[config.mk]
export PLATFORM = sky130hd
export DESIGN_NAME = uart_frame_parser
export DESIGN_NICKNAME = d
export VERILOG_FILES = /design/src/rtl/uart_frame_parser.sv
export SDC_FILE = /design/constraint.sdc
export NUM_CORES = 1
export LEC_CHECK = 0
export ABC_AREA = 1
export CAP_MARGIN = 20
export CORE_UTILIZATION = 52
export CTS_CLUSTER_DIAMETER = 40
export DETAILED_ROUTE_END_ITERATION = 16
export HOLD_SLACK_MARGIN = 0.02
export PLACE_DENSITY_LB_ADDON = 0.15
export SYNTH_ARGS = -nofsm -noshare
export SYNTH_HDL_FRONTEND = slang
export SYNTH_SLANG_ARGS = --single-unit
[constraint.sdc]
create_clock -name clk -period 2.05 [get_ports clk]
set_input_delay 0.205 -clock clk [delete_from_list [all_inputs] [get_ports clk]]
set_output_delay 0.205 -clock clk [all_outputs]
set_load 0.1 [all_outputs]
[src/rtl/uart_frame_parser.sv]
// Byte-stream frame parser: 55 AA LEN payload CHK, CHK = (LEN + sum of payload) mod 256.
// Optional inter-byte timeout enabled with macro UART_FRAME_TIMEOUT_EN.
module uart_frame_parser #(
   parameter logic [31:0] CLK_FREQ      = 32'd50_000_000,
   parameter logic [31:0] BAUDRATE      = 32'd115_200,
   parameter logic [7:0]  HEADER0       = 8'h55,
   parameter logic [7:0]  HEADER1       = 8'hAA,
   parameter logic [7:0]  MAX_LEN       = 8'd64,
   parameter logic [31:0] TIMEOUT_BYTES = 32'd4
) (
   input  logic       clk,
   input  logic       rst_n,
   input  logic       rx_valid_i,
   input  logic [7:0] rx_data_i,
   output logic       payload_valid_o,
   output logic [7:0] payload_data_o,
   output logic       payload_sop_o,
   output logic       payload_eop_o,
   output logic       frame_ok_o,
   output logic       frame_err_o,
   output logic [1:0] err_code_o
);

   typedef enum logic [2:0] {ST_IDLE, ST_HDR1, ST_LEN, ST_DATA, ST_CHK} state_t;

   state_t     state, state_next;
   logic [7:0] acc, acc_next;
   logic [7:0] remain, remain_next;
   logic       first, first_next;
   logic       pv_next, sop_next, eop_next, ok_next, err_next;
   logic [1:0] code_next;
   logic       len_bad;
   logic       tmo_hit;

   assign len_bad = (rx_data_i == 8'd0) || (rx_data_i > MAX_LEN);

`ifdef UART_FRAME_TIMEOUT_EN
   localparam logic [31:0] TMO_LIMIT = TIMEOUT_BYTES * 32'd10 * (CLK_FREQ / BAUDRATE);
   logic [31:0] tmo_cnt;

   // A byte arriving on the limit cycle wins over the timeout.
   assign tmo_hit = (state != ST_IDLE) && !rx_valid_i && (tmo_cnt == TMO_LIMIT);

   always_ff @(posedge clk or negedge rst_n) begin
      if (!rst_n)
         tmo_cnt <= '0;
      else if (state == ST_IDLE || rx_valid_i)
         tmo_cnt <= '0;
      else
         tmo_cnt <= tmo_cnt + 32'd1;
   end
`else
   assign tmo_hit = 1'b0;
`endif

   always_ff @(posedge clk or negedge rst_n) begin
      if (!rst_n)
         state <= ST_IDLE;
      else
         state <= state_next;
   end

   always_comb begin
      state_next = state;
      if (rx_valid_i) begin
         case (state)
            ST_IDLE: if (rx_data_i == HEADER0) state_next = ST_HDR1;
            ST_HDR1: begin
               if (rx_data_i == HEADER1)      state_next = ST_LEN;
               else if (rx_data_i == HEADER0) state_next = ST_HDR1;
               else                           state_next = ST_IDLE;
            end
            ST_LEN:  state_next = len_bad ? ST_IDLE : ST_DATA;
            ST_DATA: if (remain == 8'd1) state_next = ST_CHK;
            ST_CHK:  state_next = ST_IDLE;
            default: state_next = ST_IDLE;
         endcase
      end else if (tmo_hit) begin
         state_next = ST_IDLE;
      end
   end

   always_comb begin
      acc_next    = acc;
      remain_next = remain;
      first_next  = first;
      pv_next     = 1'b0;
      sop_next    = 1'b0;
      eop_next    = 1'b0;
      ok_next     = 1'b0;
      err_next    = 1'b0;
      code_next   = 2'd0;
      if (rx_valid_i) begin
         case (state)
            ST_LEN: begin
               if (len_bad) begin
                  err_next  = 1'b1;
                  code_next = 2'd1;
               end else begin
                  acc_next    = rx_data_i;
                  remain_next = rx_data_i;
                  first_next  = 1'b1;
               end
            end
            ST_DATA: begin
               acc_next    = acc + rx_data_i;
               remain_next = remain - 8'd1;
               first_next  = 1'b0;
               pv_next     = 1'b1;
               sop_next    = first;
               eop_next    = (remain == 8'd1);
            end
            ST_CHK: begin
               if (rx_data_i == acc) begin
                  ok_next = 1'b1;
               end else begin
                  err_next  = 1'b1;
                  code_next = 2'd2;
               end
            end
            default: ;
         endcase
      end else if (tmo_hit) begin
         err_next  = 1'b1;
         code_next = 2'd3;
      end
   end

   always_ff @(posedge clk or negedge rst_n) begin
      if (!rst_n) begin
         acc             <= '0;
         remain          <= '0;
         first           <= 1'b0;
         payload_valid_o <= 1'b0;
         payload_data_o  <= '0;
         payload_sop_o   <= 1'b0;
         payload_eop_o   <= 1'b0;
         frame_ok_o      <= 1'b0;
         frame_err_o     <= 1'b0;
         err_code_o      <= '0;
      end else begin
         acc             <= acc_next;
         remain          <= remain_next;
         first           <= first_next;
         payload_valid_o <= pv_next;
         payload_data_o  <= pv_next ? rx_data_i : 8'd0;
         payload_sop_o   <= sop_next;
         payload_eop_o   <= eop_next;
         frame_ok_o      <= ok_next;
         frame_err_o     <= err_next;
         err_code_o      <= code_next;
      end
   end

endmodule

## Word-level counts from Yosys, hierarchy flattened

Index checks and enable logic that the tools add are counted.

- Flip-flop bits (word level): 35
- Latch bits: 0
- RAM bits: 0
- Bits in read-only memories: 0
- Input bits: 11
- Output and inout port bits: 15
- Memories: 0

- Add/sub/neg operators: 2
- Multiply operators: 0
- Div/mod/pow operators: 0
- Order comparisons: 1
- Equality and inequality tests: 11
- Shift-type cells: 0
- Muxes and demuxes: 29
- Bitwise operators: 0
- Reduce and logical (&&, ||, !) cells: 6

Operators with widths:

| operator | count |
|---|---|
| $pmux W8 S2 | 2 |
| $mux W8 | 2 |
| $mux W1 | 15 |
| $pmux W3 S4 | 1 |
| $add A8 B8 Y8 | 1 |
| $eq A8 B1 Y1 const B | 1 |
| $eq A8 B7 Y1 const B | 1 |
| $eq A8 B8 Y1 | 1 |
| $eq A8 B8 Y1 const B | 1 |
| $gt A8 B7 Y1 const B | 1 |
| $logic_not A8 Y1 | 1 |
| $mux W2 | 4 |
| $sub A8 B1 Y8 const B | 1 |
| $eq A3 B2 Y1 const B | 2 |
| $mux W3 | 2 |
| $ne A2 B2 Y1 const B | 3 |
| $reduce_and A3 Y1 | 2 |
| $pmux W1 S2 | 2 |
| $pmux W2 S2 | 1 |
| $eq A3 B1 Y1 const B | 1 |
| $eq A3 B3 Y1 const B | 1 |
| $logic_not A3 Y1 | 1 |
| $reduce_bool A2 Y1 | 1 |
| $logic_or A1 B1 Y1 | 1 |

## Depth between registers and ports, before layout

- Word-level depth: 5
- Depth in mapped cells: 11
- Gate-level depth less buffers: 11

## Least setup slack after synthesis

No wires, ideal clock.

- Path type: register to register
- Start point: register acc[2]
- End point: register acc[3]
- Library setup time: 116 ps
- Data arrival time: 1369 ps
- Setup slack: 564 ps
- Cell stages (with the launch flop): 8
- Path buffers: 0
- Cell sequence: dfrtp_1 -> ha_1 -> or2_2 -> a21o_1 -> nand3_1 -> o21ai_0 -> nand2_1 -> nand2_1

- Word-level cells in the longest chain between the ends: 2

RTL lines:

| item | RTL line | text |
|---|---|---|
| from (decl) | 27 | `logic [7:0] acc, acc_next;` |
| from (signal assigned) | 142 | `acc <= acc_next;` |
| $add A8 B8 Y8 | 106 | `acc_next = acc + rx_data_i;` |
| $pmux W8 S2 | 94 | `case (state)` |

No other way between the ends.
A chain may end at the register's enable or synchronous reset.

## Final worst setup path

- Start point: input port rx_data_i[0]
- End point: register acc[4]

- Word-level cells in the longest chain between the ends: 4
- Elaborated cells between the ends (all ways): 7
- Those cells by class: add/sub (1); order compare (1); eq/ne (1); mux (1); reduce/logical (3)

RTL lines:

| item | RTL line | text |
|---|---|---|
| from (decl) | 14 | `input logic [7:0] rx_data_i,` |
| $gt A8 B7 Y1 or $logic_not A8 Y1 (tied branches) | 35 | `assign len_bad = (rx_data_i == 8'd0) \|\| (rx_data_i > MAX_LEN);` |
| $logic_or A1 B1 Y1 | 35 |  |
| $ne A2 B2 Y1 (no line) | -- |  |
| $reduce_and A3 Y1 (no line) | -- |  |

Parallel ways exist; a longest one is shown, timed or not.

==> flow_metrics.env <==
export IMPL_outcome="finished clean"
export IMPL_holdPathStages=2
export IMPL_ff_latch_area_um2=876
export IMPL_hp_start="acc[0]"
export IMPL_fin_setup_tns_ps=0
export IMPL_globalplace_congestion=0.897
export IMPL_final_period_utilization=0.808
export IMPL_worst_setup_hold_path_clk_slew_ps=80
export IMPL_htree_levels=2
export IMPL_synth_seq_area_share=0.415
export IMPL_drtAntennaViolNets=0
export IMPL_cts_root_buffer_cell="sky130_fd_sc_hd__clkbuf_8"
export IMPL_syn_inst=294
export IMPL_synth_flop_cell="sky130_fd_sc_hd__dfrtp_1"
export IMPL_cts_repair_resized=0
export IMPL_drv_slew=0
export IMPL_hold_path_class="flop to flop"
export IMPL_drt_pass_1_iters=4
export IMPL_synth_area_um2=2110
export IMPL_boundaryPins=26
export IMPL_pin_count_of_the_biggest_net_entering_global_routing=36
export IMPL_die_w_um=65.7
export IMPL_worst_slew_margin_rel=0.488
export IMPL_detail_route_iter0_violations=112
export IMPL_place_hpwl_um=3660
export IMPL_peakVddDrop_mv=0.321
export IMPL_tritoncts_num_buffers=5
export IMPL_max_cap_violations=0
export IMPL_synth_top_area_cell="sky130_fd_sc_hd__dfrtp_1"
export IMPL_cts_setup_buffers=0
export IMPL_syn_area_per_cell_um2=7.17
export IMPL_maximum_fanout_along_the_worst_path=2
export IMPL_synth_top_area_share=0.415
export IMPL_hold_buffers=1
export IMPL_drc_errors=0
export IMPL_wl_per_cell_um=12.7
export IMPL_number_of_antenna_violations_at_the_first_check_in_global_routing=0
export IMPL_drive_gt1_frac=0.161
export IMPL_fin_nets=356
export IMPL_yosysMostFrequentCell="sky130_fd_sc_hd__nand2_1"
export IMPL_finalCriticalPeriod_ps=1660
export IMPL_postRouteWirelength_um=4860
export IMPL_critPathLaunchType="input port"
export IMPL_ys_ff_latch=35
export IMPL_sequentialPowerShare=0.455
export IMPL_pwr_share_clk=0.394
export IMPL_initial_core_util=0.559
export IMPL_worst_r2r_cell_count=11
export IMPL_finClkSkew_ps=3.40
export IMPL_netSwitchingFraction=0.270
export IMPL_synthToLayoutAreaGrowth_pct=21.7
export IMPL_ys_async_sr_fraction=1.00
export IMPL_numPortBuffers=25
export IMPL_critical_path_required_ps=2240
export IMPL_worst_r2r_endpoint="acc[4]"
export IMPL_netlist_top_cells_area="sky130_fd_sc_hd__dfrtp_1 42%, sky130_fd_sc_hd__nand2_1 18%, sky130_fd_sc_hd__nor2_1 6.4%, sky130_fd_sc_hd__inv_1 5.7%, sky130_fd_sc_hd__ha_1 5.3%"
export IMPL_clockBufferDepth=2
export IMPL_insertion_delay_ps=290
export IMPL_tightest_slew_ps=767
export IMPL_data_arrival_at_the_endpoint_of_the_critical_path_ps=1850
export IMPL_yosys_warnings=0
export IMPL_internal_power_mw=1.17
export IMPL_worst_setup_path_class="input port to flop"
export IMPL_edff_count_synth=0
export IMPL_grt_remaining_overflow=0
export IMPL_fill_cells=331
export IMPL_power_frac_comb=0.151
export IMPL_hold_viol=0
export IMPL_worst_hold_path_endpoint="acc[0]"
export IMPL_grt_setup_unrepaired="false"
export IMPL_dieHeight_um=65.7
export IMPL_fin_area_um2=2570
export IMPL_tritoncts_num_sinks=35
export IMPL_crit_path_end_kind="flop"
export IMPL_dieArea_um2=4310
export IMPL_power_per_cell_area_nw_per_um2=624
export IMPL_first_pass_grt_wire_length_um=8430
export IMPL_tritoncts_clock_tree="yes"
export IMPL_count_of_endpoints_failing_setup_in_the_final_report=0
export IMPL_dr_total_vias=1937
export IMPL_power_switching_mw=0.433
export IMPL_rr_startpoint="acc[0]"
export IMPL_total_leakage_power_nw=1.42
export IMPL_routed_via_count_divided_by_cell_count=5.04
export IMPL_synthTopCellsByCount="100 x sky130_fd_sc_hd__nand2_1, 36 x sky130_fd_sc_hd__nor2_1, 35 x sky130_fd_sc_hd__dfrtp_1, 32 x sky130_fd_sc_hd__inv_1, 19 x sky130_fd_sc_hd__nand3_1"
export IMPL_groute_usage_overall=0.262
export IMPL_placed_inst_area_um2=2440
export IMPL_timing_fmax_mhz=604
export IMPL_design_core_area_um2=3770
export IMPL_yosys_cell_types_count=27
export IMPL_antenna_cells_inserted=0
export IMPL_multi_input_comb_area_um2=1050
export IMPL_fp_row_count=22
export IMPL_postSynthNetCount=315
export IMPL_setup_reg_to_reg_worst_slack_ps=460
export IMPL_first_global_vias=1851
[stage by stage]
stage | hold WS, ps | setup WS [ps] | power [mW] | instances | utilization
finish | 488 | 394 | 1.60 | 384 | 0.680
global route | 518 | 257 | 1.68 | 384 | 0.680
CTS | 494 | 412 | 1.61 | 384 | 0.680
detailed placement | 329 | 107 | 0.981 | 375 | 0.648
global placement | 329 | 139 | 0.976 | 375 | 0.648
floorplan | -90.6 | 564 | 0.888 | 294 | -
[worst max-delay path: stages]
cell	delay (ps)
sky130_fd_sc_hd__clkdlybuf4s50_1	490
sky130_fd_sc_hd__ha_1	170
sky130_fd_sc_hd__inv_1	60
sky130_fd_sc_hd__fa_1	400
sky130_fd_sc_hd__inv_1	90
sky130_fd_sc_hd__nand2_1	70
sky130_fd_sc_hd__nand2_1	70
sky130_fd_sc_hd__a21oi_1	60
sky130_fd_sc_hd__o21ai_0	70
sky130_fd_sc_hd__nand2_1	70
sky130_fd_sc_hd__nand2_1	50
sky130_fd_sc_hd__nand2_1	50
[placed cells by master, fill, tap and decap left out, drive strengths merged]
| cell | instances |
|---|---|
| xnor2 | 2 |
| dfrtp | 35 |
| or2 | 1 |
| xor2 | 2 |
| clkbuf | 5 |
| nand2 | 102 |
| nor3 | 4 |
| a21boi | 2 |
| nor2 | 40 |
| inv | 40 |
| a21oi | 9 |
| clkinv | 2 |
| nand3b | 2 |
| fa | 1 |
| o21ai | 16 |
| a21o | 1 |
| bufinv | 1 |
| nand3 | 19 |
| buf | 28 |
| ha | 9 |
| nand4 | 4 |
| o22ai | 1 |
| dlygate4sd3 | 1 |
| clkdlybuf4s50 | 9 |
[worst max path at each step]
stage / startpoint / to / cells past startpoint
final: rx_data_i[0] / acc[4] / 12
after global placement: rx_data_i[2] / acc[3] / 8
after detailed placement: rx_data_i[0] / acc[6] / 12
after CTS: rx_data_i[0] / acc[4] / 12
after global routing: rx_data_i[0] / acc[4] / 12
after floorplan: acc[2] / acc[3] / 7
[flip-flops by register name, indices dropped and copies added, names as in the netlist]
| register | flops |
|---|---|
| acc | 8 |
| err_code_o | 2 |
| first | 1 |
| frame_err_o | 1 |
| frame_ok_o | 1 |
| payload_data_o | 8 |
| payload_eop_o | 1 |
| payload_sop_o | 1 |
| payload_valid_o | 1 |
| remain | 8 |
| state | 3 |
[power groups by stage]
stage	Combinational [mW]	Clock [mW]	Sequential, mW
5_1_grt	0.277	0.667	0.733
4_1_cts	0.242	0.640	0.729
2_1_floorplan	0.151	0	0.738
3_5_place_dp	0.239	0	0.742
3_3_place_gp	0.235	0	0.742
6_report	0.242	0.630	0.729
[metal layers]
layer	wire, um	part of all wire	global-route usage	up-vias
met5	0	0	0	-
met2	2200	0.45	0.407	60
li1	-	-	-	999
met1	2280	0.47	0.356	867
met4	118	0.024	0.120	0
met3	262	0.054	0.0417	11
[area by class of cell]
class / instances / area share
clock inverter: 3 / 0.0171
inverter: 40 / 0.0585
multi-input combinational: 215 / 0.408
tap: 48 / 0.0234
sequential: 35 / 0.341
timing repair buffer: 38 / 0.125
clock buffer: 5 / 0.0268
[kinds of logic after synthesis]
| group | synth area share |
|---|---|
| and+or+nand+nor | 0.339 |
| buffers and inverters | 0.0878 |
| DFF | 0.415 |
| AOI/OAI and AO/OA | 0.0783 |
| adders and majority gates | 0.0629 |
| xor gates and xnor gates | 0.0166 |
(Power assumes the default switching activity.)
